## src/rtl/uart_pkg.sv

```systemverilog
// Shared UART definitions: receiver/transmitter state encoding, default
// bit timing and the width helper for the per-bit cycle counter.
package uart_pkg;

    typedef enum logic [2:0] {
        IDLE      = 3'd0,
        START     = 3'd1,
        DATA      = 3'd2,
        STOP      = 3'd3,
        WAIT_HIGH = 3'd4
    } uart_state_e;

    // 50 MHz system clock at 115200 baud
    localparam int DEFAULT_CLKS_PER_BIT = 434;

    // Width of a counter that must reach CLKS_PER_BIT-1
    function automatic int cnt_width(input int clks_per_bit);
        return (clks_per_bit < 2) ? 1 : $clog2(clks_per_bit);
    endfunction

endpackage

```

## src/rtl/sync_2ff.sv

```systemverilog
// Two-flop synchronizer for a single asynchronous input pin. The reset
// value is a parameter so an idle-high line does not look active right
// after reset.
module sync_2ff #(
    parameter logic RESET_VAL = 1'b1
) (
    input  logic clk_i,
    input  logic rst_ni,
    input  logic d_i,
    output logic q_o
);

    logic [1:0] sync_q;

    // shift the pin through two flops; only sync_q[1] is safe to use
    always_ff @(posedge clk_i or negedge rst_ni) begin
        if (!rst_ni) begin
            sync_q <= {2{RESET_VAL}};
        end else begin
            sync_q <= {sync_q[0], d_i};
        end
    end

    assign q_o = sync_q[1];

endmodule

```

## src/rtl/uart_rx.sv

```systemverilog
// 8N1 UART receiver. The line is oversampled in the system clock domain:
// the start bit is re-checked at its middle to reject glitches, data and
// stop bits are then sampled one bit period apart. Completed bytes land in
// a one-entry valid/ready holding register.
//
// state     | meaning
// ----------+-------------------------------------------------------------
// IDLE      | line high, waiting for a falling edge
// START     | half a bit into the start bit, confirm it is still low
// DATA      | sample 8 data bits LSB first, one bit period apart
// STOP      | sample stop bit, deliver byte / flag overrun / framing error
// WAIT_HIGH | after a framing error, wait for the line to return high
module uart_rx
    import uart_pkg::*;
#(
    parameter int CLKS_PER_BIT = DEFAULT_CLKS_PER_BIT
) (
    input  logic       clock,
    input  logic       reset,
    input  logic       io_rx,
    output logic [7:0] rx_data,
    output logic       rx_valid,
    input  logic       rx_ready,
    output logic       frame_err,
    output logic       overrun
);

    localparam int CW = cnt_width(CLKS_PER_BIT);
    localparam int HALF = CLKS_PER_BIT / 2;
    localparam logic [CW-1:0] HALF_LAST = CW'(HALF - 1);
    localparam logic [CW-1:0] BIT_LAST  = CW'(CLKS_PER_BIT - 1);
    localparam logic [CW-1:0] CNT_ONE   = CW'(1);

    logic rxs;

    uart_state_e state_q, state_d;
    logic [CW-1:0] cnt_q, cnt_d;
    logic [2:0]    bitcnt_q, bitcnt_d;
    logic [7:0]    shift_q, shift_d;
    logic [7:0]    data_q, data_d;
    logic          valid_q, valid_d;
    logic          ferr_q, ferr_d;
    logic          ovr_q, ovr_d;

    sync_2ff #(
        .RESET_VAL (1'b1)
    ) u_sync_rx (
        .clk_i  (clock),
        .rst_ni (reset),
        .d_i    (io_rx),
        .q_o    (rxs)
    );

    // state, counters, shift register and holding register
    always_ff @(posedge clock or negedge reset) begin
        if (!reset) begin
            state_q  <= IDLE;
            cnt_q    <= '0;
            bitcnt_q <= '0;
            shift_q  <= '0;
            data_q   <= '0;
            valid_q  <= 1'b0;
            ferr_q   <= 1'b0;
            ovr_q    <= 1'b0;
        end else begin
            state_q  <= state_d;
            cnt_q    <= cnt_d;
            bitcnt_q <= bitcnt_d;
            shift_q  <= shift_d;
            data_q   <= data_d;
            valid_q  <= valid_d;
            ferr_q   <= ferr_d;
            ovr_q    <= ovr_d;
        end
    end

    // next-state logic, bit sampling and holding-register update
    always_comb begin
        state_d  = state_q;
        cnt_d    = cnt_q;
        bitcnt_d = bitcnt_q;
        shift_d  = shift_q;
        data_d   = data_q;
        valid_d  = valid_q;
        ferr_d   = 1'b0;
        ovr_d    = 1'b0;

        // consumer drain; a load below in the same cycle overrides it
        if (valid_q && rx_ready) begin
            valid_d = 1'b0;
        end

        case (state_q)
            IDLE: begin
                if (!rxs) begin
                    cnt_d   = '0;
                    state_d = START;
                end
            end

            START: begin
                cnt_d = cnt_q + CNT_ONE;
                if (cnt_q == HALF_LAST) begin
                    if (rxs) begin
                        state_d = IDLE;
                    end else begin
                        cnt_d    = '0;
                        bitcnt_d = '0;
                        state_d  = DATA;
                    end
                end
            end

            DATA: begin
                cnt_d = cnt_q + CNT_ONE;
                if (cnt_q == BIT_LAST) begin
                    shift_d[bitcnt_q] = rxs;
                    cnt_d = '0;
                    if (bitcnt_q == 3'd7) begin
                        state_d = STOP;
                    end else begin
                        bitcnt_d = bitcnt_q + 3'd1;
                    end
                end
            end

            STOP: begin
                cnt_d = cnt_q + CNT_ONE;
                if (cnt_q == BIT_LAST) begin
                    if (rxs) begin
                        state_d = IDLE;
                        if (!valid_q || rx_ready) begin
                            data_d  = shift_q;
                            valid_d = 1'b1;
                        end else begin
                            ovr_d = 1'b1;
                        end
                    end else begin
                        ferr_d  = 1'b1;
                        state_d = WAIT_HIGH;
                    end
                end
            end

            WAIT_HIGH: begin
                if (rxs) begin
                    state_d = IDLE;
                end
            end

            default: begin
                state_d = IDLE;
            end
        endcase
    end

    assign rx_data   = data_q;
    assign rx_valid  = valid_q;
    assign frame_err = ferr_q;
    assign overrun   = ovr_q;

endmodule

```

## config.mk

```make
export PLATFORM = sky130hd
export DESIGN_NAME = uart_rx
export DESIGN_NICKNAME = d
export VERILOG_FILES = /design/src/rtl/uart_pkg.sv /design/src/rtl/sync_2ff.sv /design/src/rtl/uart_rx.sv
export SDC_FILE = /design/constraint.sdc
export NUM_CORES = 1
export LEC_CHECK = 0
export CORE_MARGIN = 2
export CORE_UTILIZATION = 57
export CTS_CLUSTER_SIZE = 30
export DETAILED_ROUTE_END_ITERATION = 6
export GPL_TIMING_DRIVEN = 0
export PLACE_DENSITY = 0.78
export SYNTH_ARGS = -nofsm -noshare
export SYNTH_HDL_FRONTEND = slang
export SYNTH_SLANG_ARGS = --single-unit
```

## constraint.sdc

```tcl
create_clock -name clock -period 2.4 [get_ports clock]
set_input_delay 0.48 -clock clock [delete_from_list [all_inputs] [get_ports clock]]
set_output_delay 0.48 -clock clock [all_outputs]
set_load 0.005 [all_outputs]
```

==> metrics.yaml <==
clock_tree:
  clkLatencyLatePin_ns: 0.34
  cts_sinks: 36
  cts_root_buffer: "clkbuf_4"
  clk_pin_slew_ns: 0.11
  htree_levels: 2
  clock_path_buffers: 2
  post_cts_buffers: 0
  cts_tree: "done"
  postCtsHoldBufs: 0
  numCtsBuffers: 5
  post_cts_resized: 0
global_routing:
  grt_pass1_wl_um: 5851
  antenna_found_initial: 0
  grt_overflow: 0
  grt_pass1_vias: 1307
  grtUsageTotal: 0.2224
  grt_max_degree: 37
critical_path:
  cp_data_required_time_ns: 2.62
  slowest_delay_ns: 0.57
  cp_max_fo: 7
  crit_arrival_ns: 2.16
  path_class: "flop to flop"
  endpoint_kind: "flop"
  worst_path_max_delay_cell: "a31oi_1"
  path_cells: "inv_1 -> ha_1 -> and4bb_2 -> nand4_1 -> a31oi_1 -> o2bb2ai_1"
  cp-start-kind: "flop"
placed_design:
  io_buffer_count: 14
  dp_hpwl_um: 2599
  place_ws_ns: 0.4534
  gp_congestion: 0.7843
route:
  vias_per_cell: 5.844
  topRoutingLayerUsed: "met4"
  detail-route-antenna-nets: 0
  m1WireLength_um: 1394
  num_vias: 1315
  drt_pre_antenna_iters: 5
  wire_per_inst_um: 15.32
  drt-total-wl_um: 3448
  wl_met3_um: 148
  drtIter0Drc: 57
  drc: 0
  wl_met2_um: 1870
layout:
  nFillCells: 254
  final_cell_mix: "dfrtp_1 (34), mux2_2 (17), clkdlybuf4s50_1 (13)"
  syn_to_final_growth_pct: 13.59
  final_nets: 189
  ff_latch_area_um2: 903.4
  diodes: 0
  multiInputGateArea_um2: 882.1
  layout-drive-gt1-share: 0.2099
  final_common_cell: "dfrtp_1"
synthesis:
  ys_seq_elements: 36
  netlist_area_mm2: 0.001832
  ys_types: 40
  synthArstFlopShare: 1.000
  avgSynthCellArea_um2: 11.52
  synth-edff-count: 0
  synthesis.nets: 168
  ys_warn_count: 0
  yosysSeqAreaShare: 0.4932
  synth-main-ff-cell: "dfrtp_1"
  syn_inst: 159
power:
  cellPowerDensity_mw_per_mm2: 462.9
  peakVddDrop_mv: 0.2524
  p_leak_nw: 0.8952
sta:
  finalHoldViolations: 0
  drv_slew: 0
  setup-tns-final_ns: 0
  fin_crit_ns: 1.948
  timing.final.crit_share: 0.8115
  rsz0062_at_grt: "no"
  finalSetupViolCount: 0
  worst-slew-pin-transition_ns: 0.7781
  setup_slack_ns: 0.4525
  fmax_mhz: 513.5
  fin_skew_ns: 0.01307
  relSlewSlack: 0.4813
job:
  maxCapViolCount: 0
floorplanning:
  die_w_um: 60.69
  floorplan.rows: 20
  die_h_um: 60.69
  num_io_pins: 15
  core_mm2: 0.003053
  die-area_mm2: 0.003683
  start_util: 0.6000
min_path:
  holdCritPathClass: "input pin to asynchronous set/reset pin"
outcome:
  status: "finished, final reports clean"
-- stage by stage --
step	utilization	instances	area (um^2)	hold slack, ns	power (mW)
detailed placement	0.6623	217	2022	0.3478	0.6434
global placement	0.6639	217	2027	0.3477	0.6440
finish	0.6816	225	2081	0.2053	0.9633
CTS	0.6816	225	2081	0.2122	0.9739
global route	0.6816	225	2081	0.2609	1.005
floorplan	-	159	1832	0.1844	0.6260
-- area by class of cell --
cell class	count	share of cell area
Clock buffer	8	0.02826
Buffer	5	0.01323
Tap cell	44	0.02646
Inverter	5	0.009020
Multi-Input combinational cell	113	0.4239
Sequential cell	36	0.4342
Timing Repair Buffer	14	0.06494
-- cells in the mapped netlist (all sizes together) (2+ instances only) --
cell type,n,area share
clkbuf,3,0.0061
ha,5,0.034
dfrtp,34,0.46
and4b,2,0.011
buf,2,0.0089
and4bb,2,0.014
nand4,8,0.036
nand3,9,0.025
inv,5,0.010
nor3,5,0.020
a21oi,4,0.011
o21ai,5,0.014
nor2b,3,0.010
nand2,13,0.028
or3b,2,0.0096
o2bb2ai,7,0.033
mux2,17,0.10
nor2,11,0.023
dfstp,2,0.029
a22o,4,0.019
and3,2,0.0068
-- worst paths after layout --
path | slack [ns] | startpoint | cells past startpoint | to
min in group clock | 0.36 | u_sync_rx.sync_q[0]$_DFF_PN1_ | 0 | u_sync_rx.sync_q[1]$_DFF_PN1_
worst min register to register | 0.36 | u_sync_rx.sync_q[0]$_DFF_PN1_ | 0 | u_sync_rx.sync_q[1]$_DFF_PN1_
max in group asynchronous | 1.70 | reset | 1 | rx_data[7]$_DFFE_PN0P_
worst max register to register | 0.45 | cnt_q[1]$_DFFE_PN0P_ | 6 | cnt_q[5]$_DFFE_PN0P_
worst min-delay path | 0.21 | reset | 1 | cnt_q[8]$_DFFE_PN0P_
worst max-delay path | 0.45 | cnt_q[1]$_DFFE_PN0P_ | 6 | cnt_q[5]$_DFFE_PN0P_
-- cell families (layout without fill, tap and decap cells) --
| family | Yosys count | in the layout | synth area share |
|---|---|---|---|
| and+or+nand+nor | 66 | 66 | 0.2432 |
| AOI/OAI and AO/OA | 25 | 25 | 0.09973 |
| DFF | 36 | 36 | 0.4932 |
| muxes | 17 | 17 | 0.1045 |
| adders and majority gates | 5 | 5 | 0.03415 |
| buffers and inverters | 10 | 32 | 0.02527 |
-- flip-flops by register name (all words and copies together), names as in the netlist --
signal            cells
bitcnt_q              3
frame_err             1
state_q               3
overrun               1
cnt_q                 9
u_sync_rx.sync_q      2
rx_valid              1
rx_data               8
shift_q               8
-- worst max-delay path: cells and delay by family (launching register included) --
kind	cells	cell delay, ns
AND/OR/NAND/NOR	2	0.39
AO/OA/AOI/OAI	2	0.69
buffers and inverters	1	0.09
flip-flops	1	0.42
adder cells (fa/ha/maj)	1	0.22
-- per-layer routing --
layer	vias up	track usage
li1	627	-
met3	6	0.07036
met5	-	0
met1	651	0.2545
met2	31	0.4025
met4	0	0.05590
-- power by group --
part           switching, mW  internal, mW  leakage, nW
Clock                  0.188         0.144       0.0326
Combinational         0.0150       0.00459        0.381
Sequential           0.00228         0.609        0.481
Note: power is estimated with default switching activity, not from simulation.
